File: src/rtl/calc1_req_sched.sv
// rtl/calc1_req_sched.sv - four-port round-robin request scheduler in front of a shared calc1 ALU
// Optional watchdog on the ALU wait: define CALC1_SCHED_TIMEOUT_EN
module calc1_req_sched #(
  parameter int DATA_W  = 32,
  parameter int TIMEOUT = 64
) (
  input  logic              c_clk,
  input  logic              reset,
  input  logic [3:0]        req1_cmd_in,
  input  logic [3:0]        req2_cmd_in,
  input  logic [3:0]        req3_cmd_in,
  input  logic [3:0]        req4_cmd_in,
  input  logic [DATA_W-1:0] req1_data_in,
  input  logic [DATA_W-1:0] req2_data_in,
  input  logic [DATA_W-1:0] req3_data_in,
  input  logic [DATA_W-1:0] req4_data_in,
  output logic [1:0]        out_resp1,
  output logic [1:0]        out_resp2,
  output logic [1:0]        out_resp3,
  output logic [1:0]        out_resp4,
  output logic [DATA_W-1:0] out_data1,
  output logic [DATA_W-1:0] out_data2,
  output logic [DATA_W-1:0] out_data3,
  output logic [DATA_W-1:0] out_data4,
  output logic              alu_valid,
  output logic [3:0]        alu_cmd,
  output logic [DATA_W-1:0] alu_op1,
  output logic [DATA_W-1:0] alu_op2,
  input  logic              alu_done,
  input  logic [1:0]        alu_resp,
  input  logic [DATA_W-1:0] alu_data
);

  typedef enum logic [1:0] {P_IDLE, P_OP2, P_PEND, P_RJ} port_state_e;
  typedef enum logic [1:0] {S_IDLE, S_ISSUE, S_WAIT, S_RESP} sched_state_e;

  logic [3:0]        cmd_in  [4];
  logic [DATA_W-1:0] data_in [4];

  port_state_e       pst_q [4];
  port_state_e       pst_d [4];
  logic [3:0]        cmd_q [4];
  logic [3:0]        cmd_d [4];
  logic [DATA_W-1:0] op1_q [4];
  logic [DATA_W-1:0] op1_d [4];
  logic [DATA_W-1:0] op2_q [4];
  logic [DATA_W-1:0] op2_d [4];

  logic [3:0]        cand;
  logic [3:0]        rel;

  sched_state_e      sst_q, sst_d;
  logic [1:0]        ptr_q, ptr_d;
  logic [1:0]        gnt_q, gnt_d;
  logic [1:0]        rsp_q, rsp_d;
  logic [DATA_W-1:0] rdat_q, rdat_d;
  logic [1:0]        pick;
  logic              found;
  logic              tmo_fire;

  logic [1:0]        resp_w [4];
  logic [DATA_W-1:0] dat_w  [4];

  assign cmd_in[0]  = req1_cmd_in;
  assign cmd_in[1]  = req2_cmd_in;
  assign cmd_in[2]  = req3_cmd_in;
  assign cmd_in[3]  = req4_cmd_in;
  assign data_in[0] = req1_data_in;
  assign data_in[1] = req2_data_in;
  assign data_in[2] = req3_data_in;
  assign data_in[3] = req4_data_in;

  function automatic logic cmd_valid(input logic [3:0] c);
    return (c == 4'd1) || (c == 4'd2) || (c == 4'd5) || (c == 4'd6);
  endfunction

  // Per-port request capture: command+op1, then op2, then hold until answered or rejected.
  always_comb begin
    cand = '0;
    rel  = '0;
    for (int i = 0; i < 4; i++) begin
      pst_d[i] = pst_q[i];
      cmd_d[i] = cmd_q[i];
      op1_d[i] = op1_q[i];
      op2_d[i] = op2_q[i];
      rel[i]   = (sst_q == S_RESP) && (gnt_q == 2'(i));
      unique case (pst_q[i])
        P_IDLE: begin
          if (cmd_in[i] != 4'd0) begin
            cmd_d[i] = cmd_in[i];
            op1_d[i] = data_in[i];
            pst_d[i] = P_OP2;
          end
        end
        P_OP2: begin
          op2_d[i] = data_in[i];
          pst_d[i] = cmd_valid(cmd_q[i]) ? P_PEND : P_RJ;
        end
        P_PEND: begin
          if (rel[i]) pst_d[i] = P_IDLE;
        end
        P_RJ: pst_d[i] = P_IDLE;
        default: pst_d[i] = P_IDLE;
      endcase
      // A valid request is grantable on the edge that moves it into P_PEND, so an
      // uncontended request issues two cycles after its command cycle.
      cand[i] = (pst_q[i] == P_PEND) || ((pst_q[i] == P_OP2) && cmd_valid(cmd_q[i]));
    end
  end

  // Port state registers.
  always_ff @(posedge c_clk) begin
    for (int i = 0; i < 4; i++) begin
      if (reset) begin
        pst_q[i] <= P_IDLE;
        cmd_q[i] <= '0;
        op1_q[i] <= '0;
        op2_q[i] <= '0;
      end else begin
        pst_q[i] <= pst_d[i];
        cmd_q[i] <= cmd_d[i];
        op1_q[i] <= op1_d[i];
        op2_q[i] <= op2_d[i];
      end
    end
  end

  // Round-robin pick and scheduler next state: grant, issue, wait for ALU, respond.
  always_comb begin
    sst_d  = sst_q;
    ptr_d  = ptr_q;
    gnt_d  = gnt_q;
    rsp_d  = rsp_q;
    rdat_d = rdat_q;
    pick   = ptr_q;
    found  = 1'b0;
    for (int k = 1; k <= 4; k++) begin
      logic [1:0] idx;
      idx = 2'(ptr_q + 2'(k));
      if (!found && cand[idx]) begin
        found = 1'b1;
        pick  = idx;
      end
    end
    unique case (sst_q)
      S_IDLE: begin
        if (found) begin
          gnt_d = pick;
          ptr_d = pick;
          sst_d = S_ISSUE;
        end
      end
      S_ISSUE: sst_d = S_WAIT;
      S_WAIT: begin
        if (alu_done) begin
          rsp_d  = alu_resp;
          rdat_d = alu_data;
          sst_d  = S_RESP;
        end else if (tmo_fire) begin
          rsp_d  = 2'd2;
          rdat_d = '0;
          sst_d  = S_RESP;
        end
      end
      S_RESP: sst_d = S_IDLE;
      default: sst_d = S_IDLE;
    endcase
  end

  // Scheduler registers; pointer resets to port 4 so port 1 wins first.
  always_ff @(posedge c_clk) begin
    if (reset) begin
      sst_q  <= S_IDLE;
      ptr_q  <= 2'd3;
      gnt_q  <= 2'd0;
      rsp_q  <= 2'd0;
      rdat_q <= '0;
    end else begin
      sst_q  <= sst_d;
      ptr_q  <= ptr_d;
      gnt_q  <= gnt_d;
      rsp_q  <= rsp_d;
      rdat_q <= rdat_d;
    end
  end

`ifdef CALC1_SCHED_TIMEOUT_EN
  localparam int TMO_W = $clog2(TIMEOUT + 1);
  logic [TMO_W-1:0] tmo_q;

  // Watchdog: counts cycles in S_WAIT, restarted by every issue.
  always_ff @(posedge c_clk) begin
    if (reset || (sst_q == S_ISSUE)) begin
      tmo_q <= '0;
    end else if (sst_q == S_WAIT) begin
      tmo_q <= tmo_q + 1'b1;
    end
  end

  assign tmo_fire = (sst_q == S_WAIT) && (tmo_q == TMO_W'(TIMEOUT - 1));
`else
  // No watchdog: S_WAIT holds until the ALU answers. TIMEOUT stays referenced so
  // both builds share one parameter list.
  if (TIMEOUT < 1) begin : g_timeout_unused
  end
  assign tmo_fire = 1'b0;
`endif

  assign alu_valid = (sst_q == S_ISSUE);
  assign alu_cmd   = alu_valid ? cmd_q[gnt_q] : '0;
  assign alu_op1   = alu_valid ? op1_q[gnt_q] : '0;
  assign alu_op2   = alu_valid ? op2_q[gnt_q] : '0;

  // Response routing: reject from the port itself, or the ALU result to the granted port.
  always_comb begin
    for (int i = 0; i < 4; i++) begin
      resp_w[i] = 2'd0;
      dat_w[i]  = '0;
      if (pst_q[i] == P_RJ) begin
        resp_w[i] = 2'd2;
      end else if (rel[i]) begin
        resp_w[i] = rsp_q;
        dat_w[i]  = (rsp_q == 2'd1) ? rdat_q : '0;
      end
    end
  end

  assign out_resp1 = resp_w[0];
  assign out_resp2 = resp_w[1];
  assign out_resp3 = resp_w[2];
  assign out_resp4 = resp_w[3];
  assign out_data1 = dat_w[0];
  assign out_data2 = dat_w[1];
  assign out_data3 = dat_w[2];
  assign out_data4 = dat_w[3];

endmodule

File: config.mk
export PLATFORM = sky130hd
export DESIGN_NAME = calc1_req_sched
export DESIGN_NICKNAME = d
export VERILOG_FILES = /design/src/rtl/calc1_req_sched.sv
export SDC_FILE = /design/constraint.sdc
export NUM_CORES = 1
export LEC_CHECK = 0
export ABC_AREA = 1
export CORE_MARGIN = 3
export CORE_UTILIZATION = 50
export DETAILED_ROUTE_END_ITERATION = 8
export PLACE_DENSITY = 0.81
export SLEW_MARGIN = 20
export SYNTH_ARGS = -nofsm -noshare
export SYNTH_HDL_FRONTEND = slang
export SYNTH_SLANG_ARGS = --single-unit
File: constraint.sdc
create_clock -name c_clk -period 3.6 [get_ports c_clk]
set_input_delay 0.72 -clock c_clk [delete_from_list [all_inputs] [get_ports c_clk]]
set_output_delay 0.72 -clock c_clk [all_outputs]
set_load 0.01 [all_outputs]
# --- After elaboration in Yosys (flattened, before gate mapping) ---
# Memories as Yosys holds them, arrays and structs flattened. A register that Yosys moved wholly into a read port is not among the register bits.
# Index checks and enable logic that the tools add are counted.
totals:
  register_bits: 40
  latch_bits: 0
  mem_bits_rw: 280
  romBits: 0
  output_inout_bits: 205
  wordCells: 232
  memories: 4
memory_table:
  columns: ["memory", "depth", "word_bits", "read_ports", "rd_clocked_by_memory_dff", "wr", "line_no", "rtl"]
  rows:
  - ["op1_q", 4, 32, 1, 1, 4, "44", "logic [DATA_W-1:0] op1_q [4];"]
  - ["op2_q", 4, 32, 1, 1, 4, "46", "logic [DATA_W-1:0] op2_q [4];"]
  - ["cmd_q", 4, 4, 5, 1, 4, "42", "logic [3:0] cmd_q [4];"]
  - ["pst_q", 4, 2, 4, 0, 4, "40", "port_state_e pst_q [4];"]
classes:
  add_sub_neg: 3
  n_mul: 0
  n_div: 0
  magnitude_cmp: 4
  n_eq_ne: 49
  shifts: 0
  muxes: 100
  n_bitwise: 16
  reduce_logical: 51
op_table:
  columns: ["op", "count"]
  rows:
  - ["2-to-1 mux 32 bit", 31]
  - ["2-to-1 mux 2 bit", 32]
  - ["2-to-1 mux 4 bit", 13]
  - ["one-hot mux 2 bit (4 select lines)", 5]
  - ["equality test 4 x 3 -> 1 bit, second input constant", 8]
  - ["equality test 2 bit, second input constant", 12]
  - ["equality test 4 x 1 -> 1 bit, second input constant", 4]
  - ["equality test 4 x 2 -> 1 bit, second input constant", 4]
  - ["logical OR 1 bit", 16]
  - ["bitwise OR 1 bit", 16]
  - ["nonzero test 4 bit", 4]
  - ["2-to-1 mux 1 bit", 15]
  - ["equality test 2 x 1 -> 1 bit, second input constant", 7]
  - ["AND reduction 2 bit", 7]
  - ["logical NOT 2 bit", 6]
  - ["less-than comparator 2 x 3 -> 1 bit, second input constant", 4]
  - ["!= test 2 bit, second input constant", 6]
  - ["AND reduction 3 bit", 4]
  - ["logical AND 1 bit", 11]
  - ["binary-select mux 1 bit (select 2 bit)", 4]
  - ["!= test 1 bit, second input constant", 8]
  - ["adder 2 bit, second input constant", 2]
  - ["logical NOT 1 bit", 3]
  - ["adder 2 x 1 -> 2 bit, second input constant", 1]

# --- Logic depth before layout (Yosys ltp) ---
# Gate-level depths: netlist of run 1.
# An unclocked memory read counts as a cell.
depth:
  ltp_word: 22
  ltp_mapped: 13
  depth_no_buf: 13

# --- Worst setup path after synthesis of run 1 ---
# No wires, ideal clock.
synth_path:
  kind: "register to register"
  startpoint: "memory pst_q[3][0] (netlist name)"
  endpoint: "memory op2_q[3][0] (enable)"
  setup_ns: 0.466
  arrival_ns: 2.716
  t_required_ns: 3.134
  setup_slack_ns: 0.419
  stages_incl_launch_ff: 3
  n_path_buf: 0
  cell_sequence: "dfxtp_1 inv_2 o21ai_0"
synth_lines:
  columns: ["item", "line_no"]
  rows:
  - ["from (decl)", "40"]
  - ["to (decl)", "46"]

==> results of run 1 <==
-- power groups by stage --
stage          clock network [W]  logic, W  registers [W]
2_1_floorplan                  0   0.00211        0.00499
3_3_place_gp                   0   0.00341        0.00511
3_5_place_dp                   0   0.00349        0.00513
4_1_cts                  0.00347   0.00352        0.00506
5_1_grt                  0.00360   0.00390        0.00512
6_report                 0.00346   0.00359        0.00507
-- cell families (layout without fill, tap and decap cells) --
logic type | Yosys count | after routing | share of synthesized area
flops | 322 | 322 | 0.598
compound gates | 287 | 287 | 0.0973
xor+xnor | 1 | 1 | 0.00108
fa+ha+maj | 5 | 5 | 0.00415
other cells | 0 | 4 | 0
simple gates | 874 | 874 | 0.230
buf+inv | 277 | 655 | 0.0699
-- layout by cell type (no fill, tap or decap), drive strengths merged, types with 4 or more instances in the layout --
cell type	instances
nor2	726
clkdlybuf4s50	385
edfxtp	256
o21ai	188
inv	173
nand2	95
a21oi	86
dfxtp	66
clkbuf	50
buf	37
nand3	35
clkinv	8
nor3	7
ha	5
diode	4
nor4	4
o31ai	4
o22ai	4
-- routing by layer --
layer	global-route usage	vias up	wire, um
met5	0	-	34
met4	0.127	6	2320
met3	0.0584	133	5080
met2	0.512	878	24700
met1	0.388	6585	18600
li1	-	6402	-
-- sequential cells by signal, summed over array words and instances, names as in the netlist, named ones only --
signal,count
sst_q,2
ptr_q,2
op1_q,128
op2_q,128
rsp_q,2
rdat_q,32
pst_q,8
gnt_q,2
cmd_q,16
-- cell usage after synthesis, types with 2 or more instances --
cell type and count:
o31ai_1 4, nand3_1 30, nand2_2 3, edfxtp_1 256
o21ai_0 187, nor2_2 5, dfxtp_1 66, inv_1 162
ha_1 5, o22ai_1 4, buf_1 12, inv_2 11
nand2_4 2, a2111oi_0 2, a21oi_1 86, or2_2 3
nor4_1 4, nor2_1 719, clkbuf_1 86, nand4_2 2
nand2_1 90, nor3_1 7, nand3_2 4, buf_2 5
-- path summary, 6_finish.rpt --
| path | startpoint | end | slack, ps | cells after the start |
|---|---|---|---|---|
| min reg2reg | rdat_q[12] | rdat_q[12] | 480 | 2 |
| min | rdat_q[12] | rdat_q[12] | 480 | 2 |
| max reg2reg | pst_q[3][1] | op1_q[3][13] | 1550 | 3 |
| max | flip-flop | alu_op2[2] | 140 | 6 |
-- metrics by stage --
step / worst slack [ps] / hold WS, ps / cell area (um2)
3_3_place_gp: 752 / 457 / 19400
5_1_grt: 35.4 / 507 / 20500
6_report: 141 / 480 / 20500
2_1_floorplan: 419 / 442 / 15100
3_5_place_dp: 723 / 470 / 19400
4_1_cts: 179 / 485 / 20400
-- critical path: cells and delay by family, from the launching register on --
kind,cells,cell delay (ps)
DFF,1,520
and+or+nand+nor,2,210
buffers and inverters,2,1010
AOI/OAI and AO/OA,2,480
-- cell type report --
class / instances / area [um2]
multi-input combinational: 1167 / 5060
fill: 2231 / 8630
clock inverter: 10 / 93.8
antenna: 4 / 10.0
inverter: 173 / 649
timing repair buffer: 422 / 4240
clock buffer: 50 / 995
tap: 384 / 480
sequential: 322 / 9010
==> impl_metrics.json, run 1 <==
{
  "wl_per_cell_um": 20.1,
  "syn_area_per_cell_um2": 8.54,
  "syn_area_mm2": 0.0151,
  "fmax_mhz": 289,
  "post_cts_resized": 0,
  "fp-row-count": 62,
  "finalHoldViolations": 0,
  "final.period_utilization": 0.961,
  "synth.top_cells.by_area": "edfxtp_1, nor2_1, dfxtp_1",
  "critPathLaunchType": "flip-flop",
  "cts_tree": "built",
  "routed_via_density": 5.53,
  "drc": 0,
  "hold_path.class": "reg2reg",
  "cts.sinks": 322,
  "drv.max_cap_violation_count": 0,
  "netlist.area_leader.share": 0.510,
  "grt_pass1_vias": 13700,
  "start_util": 0.517,
  "antenna_left": 0,
  "peakVddDrop_mv": 0.478,
  "fin_cells": 2532,
  "power_leakage_nw": 8.11,
  "p_total_w": 0.0121,
  "status": "complete, no violations",
  "syn_to_final_growth_pct": 36.3,
  "cts_setup_buffers": 0,
  "ys_async_sr_fraction": 0,
  "critical_path.slowest_cell": "clkdlybuf4s50_1",
  "tightestPinTransition_ps": 863,
  "synth-seq-cells": 322,
  "die_w_um": 180,
  "crit_chain": "buf_12 > nor2_1 > nor2_1 > o21ai_0 > a21oi_1 > clkdlybuf4s50_1",
  "design.core.area_mm2": 0.0292,
  "ys_warn_count": 0,
  "ys.flop_type": "edfxtp_1",
  "clock-skew-final_ps": 9.96,
  "slowest_delay_ps": 620,
  "p_sw_frac": 0.331,
  "synthesis.nets": 1952,
  "grt_pass1_wl_um": 77400,
  "dr.pass1.iters": 6,
  "antenna_found_initial": 6,
  "clk_pin_slew_ps": 60,
  "clk_root_buffer_cell": "clkbuf_16",
  "cp.arrival_ps": 2740,
  "drive_gt1_frac": 0.0569,
  "post-route-util": 0.704,
  "critPathMaxFanout": 88,
  "drt_wl_total_um": 50800,
  "ios": 386,
  "pwr-share-clk": 0.285,
  "drtIter0Drc": 1629,
  "critPathCaptureType": "primary output",
  "ctsHoldBuffers": 0,
  "clk-insertion-delay-late_ps": 510,
  "p_switching_w": 0.00401,
  "finalSetupViolCount": 0,
  "layout.nets": 2306,
  "netlist_instances": 1766,
  "internal_power_w": 0.00810,
  "report.final.slew_viol_count": 0,
  "grt_usage": 0.304,
  "grt_max_degree": 89,
  "die_h_um": 180,
  "dp_hpwl_um": 36000,
  "synth_top_cell_by_area": "edfxtp_1",
  "setup-tns-final_ps": 0,
  "seq_power_share": 0.418,
  "slew_headroom": 0.422,
  "clk_path_buf_depth": 3,
  "yosysSeqAreaShare": 0.598,
  "h-tree-depth": 2,
  "path_common_cell": "nor2_1",
  "gr-total-overflow": 0,
  "port_buffers": 385,
  "die_area_mm2": 0.0323,
  "gp_congestion": 0.954,
  "synth_edf_count": 256,
  "fin_crit_ps": 3460,
  "synth_cell_types": 35,
  "power_density_mw_per_mm2": 590,
  "rsz0062_at_grt": "false",
  "critPathKind": "reg2out",
  "placedCellCount": 2465,
  "power.share.combinational": 0.296,
  "num_vias": 14000,
  "cts_buffers": 34,
  "required_ps": 2880
}
Power figures use the tool's default switching activity.
==> run 2: changes to the inputs <==
--- a/config.mk
+++ b/config.mk
@@ -6,6 +6,7 @@
 export NUM_CORES = 1
 export LEC_CHECK = 0
 export ABC_AREA = 1
+export CAP_MARGIN = 10
 export CORE_MARGIN = 3
 export CORE_UTILIZATION = 50
 export DETAILED_ROUTE_END_ITERATION = 8
==> results of run 2 <==
The final DEF is identical to that of run 1; final timing and power are the same.
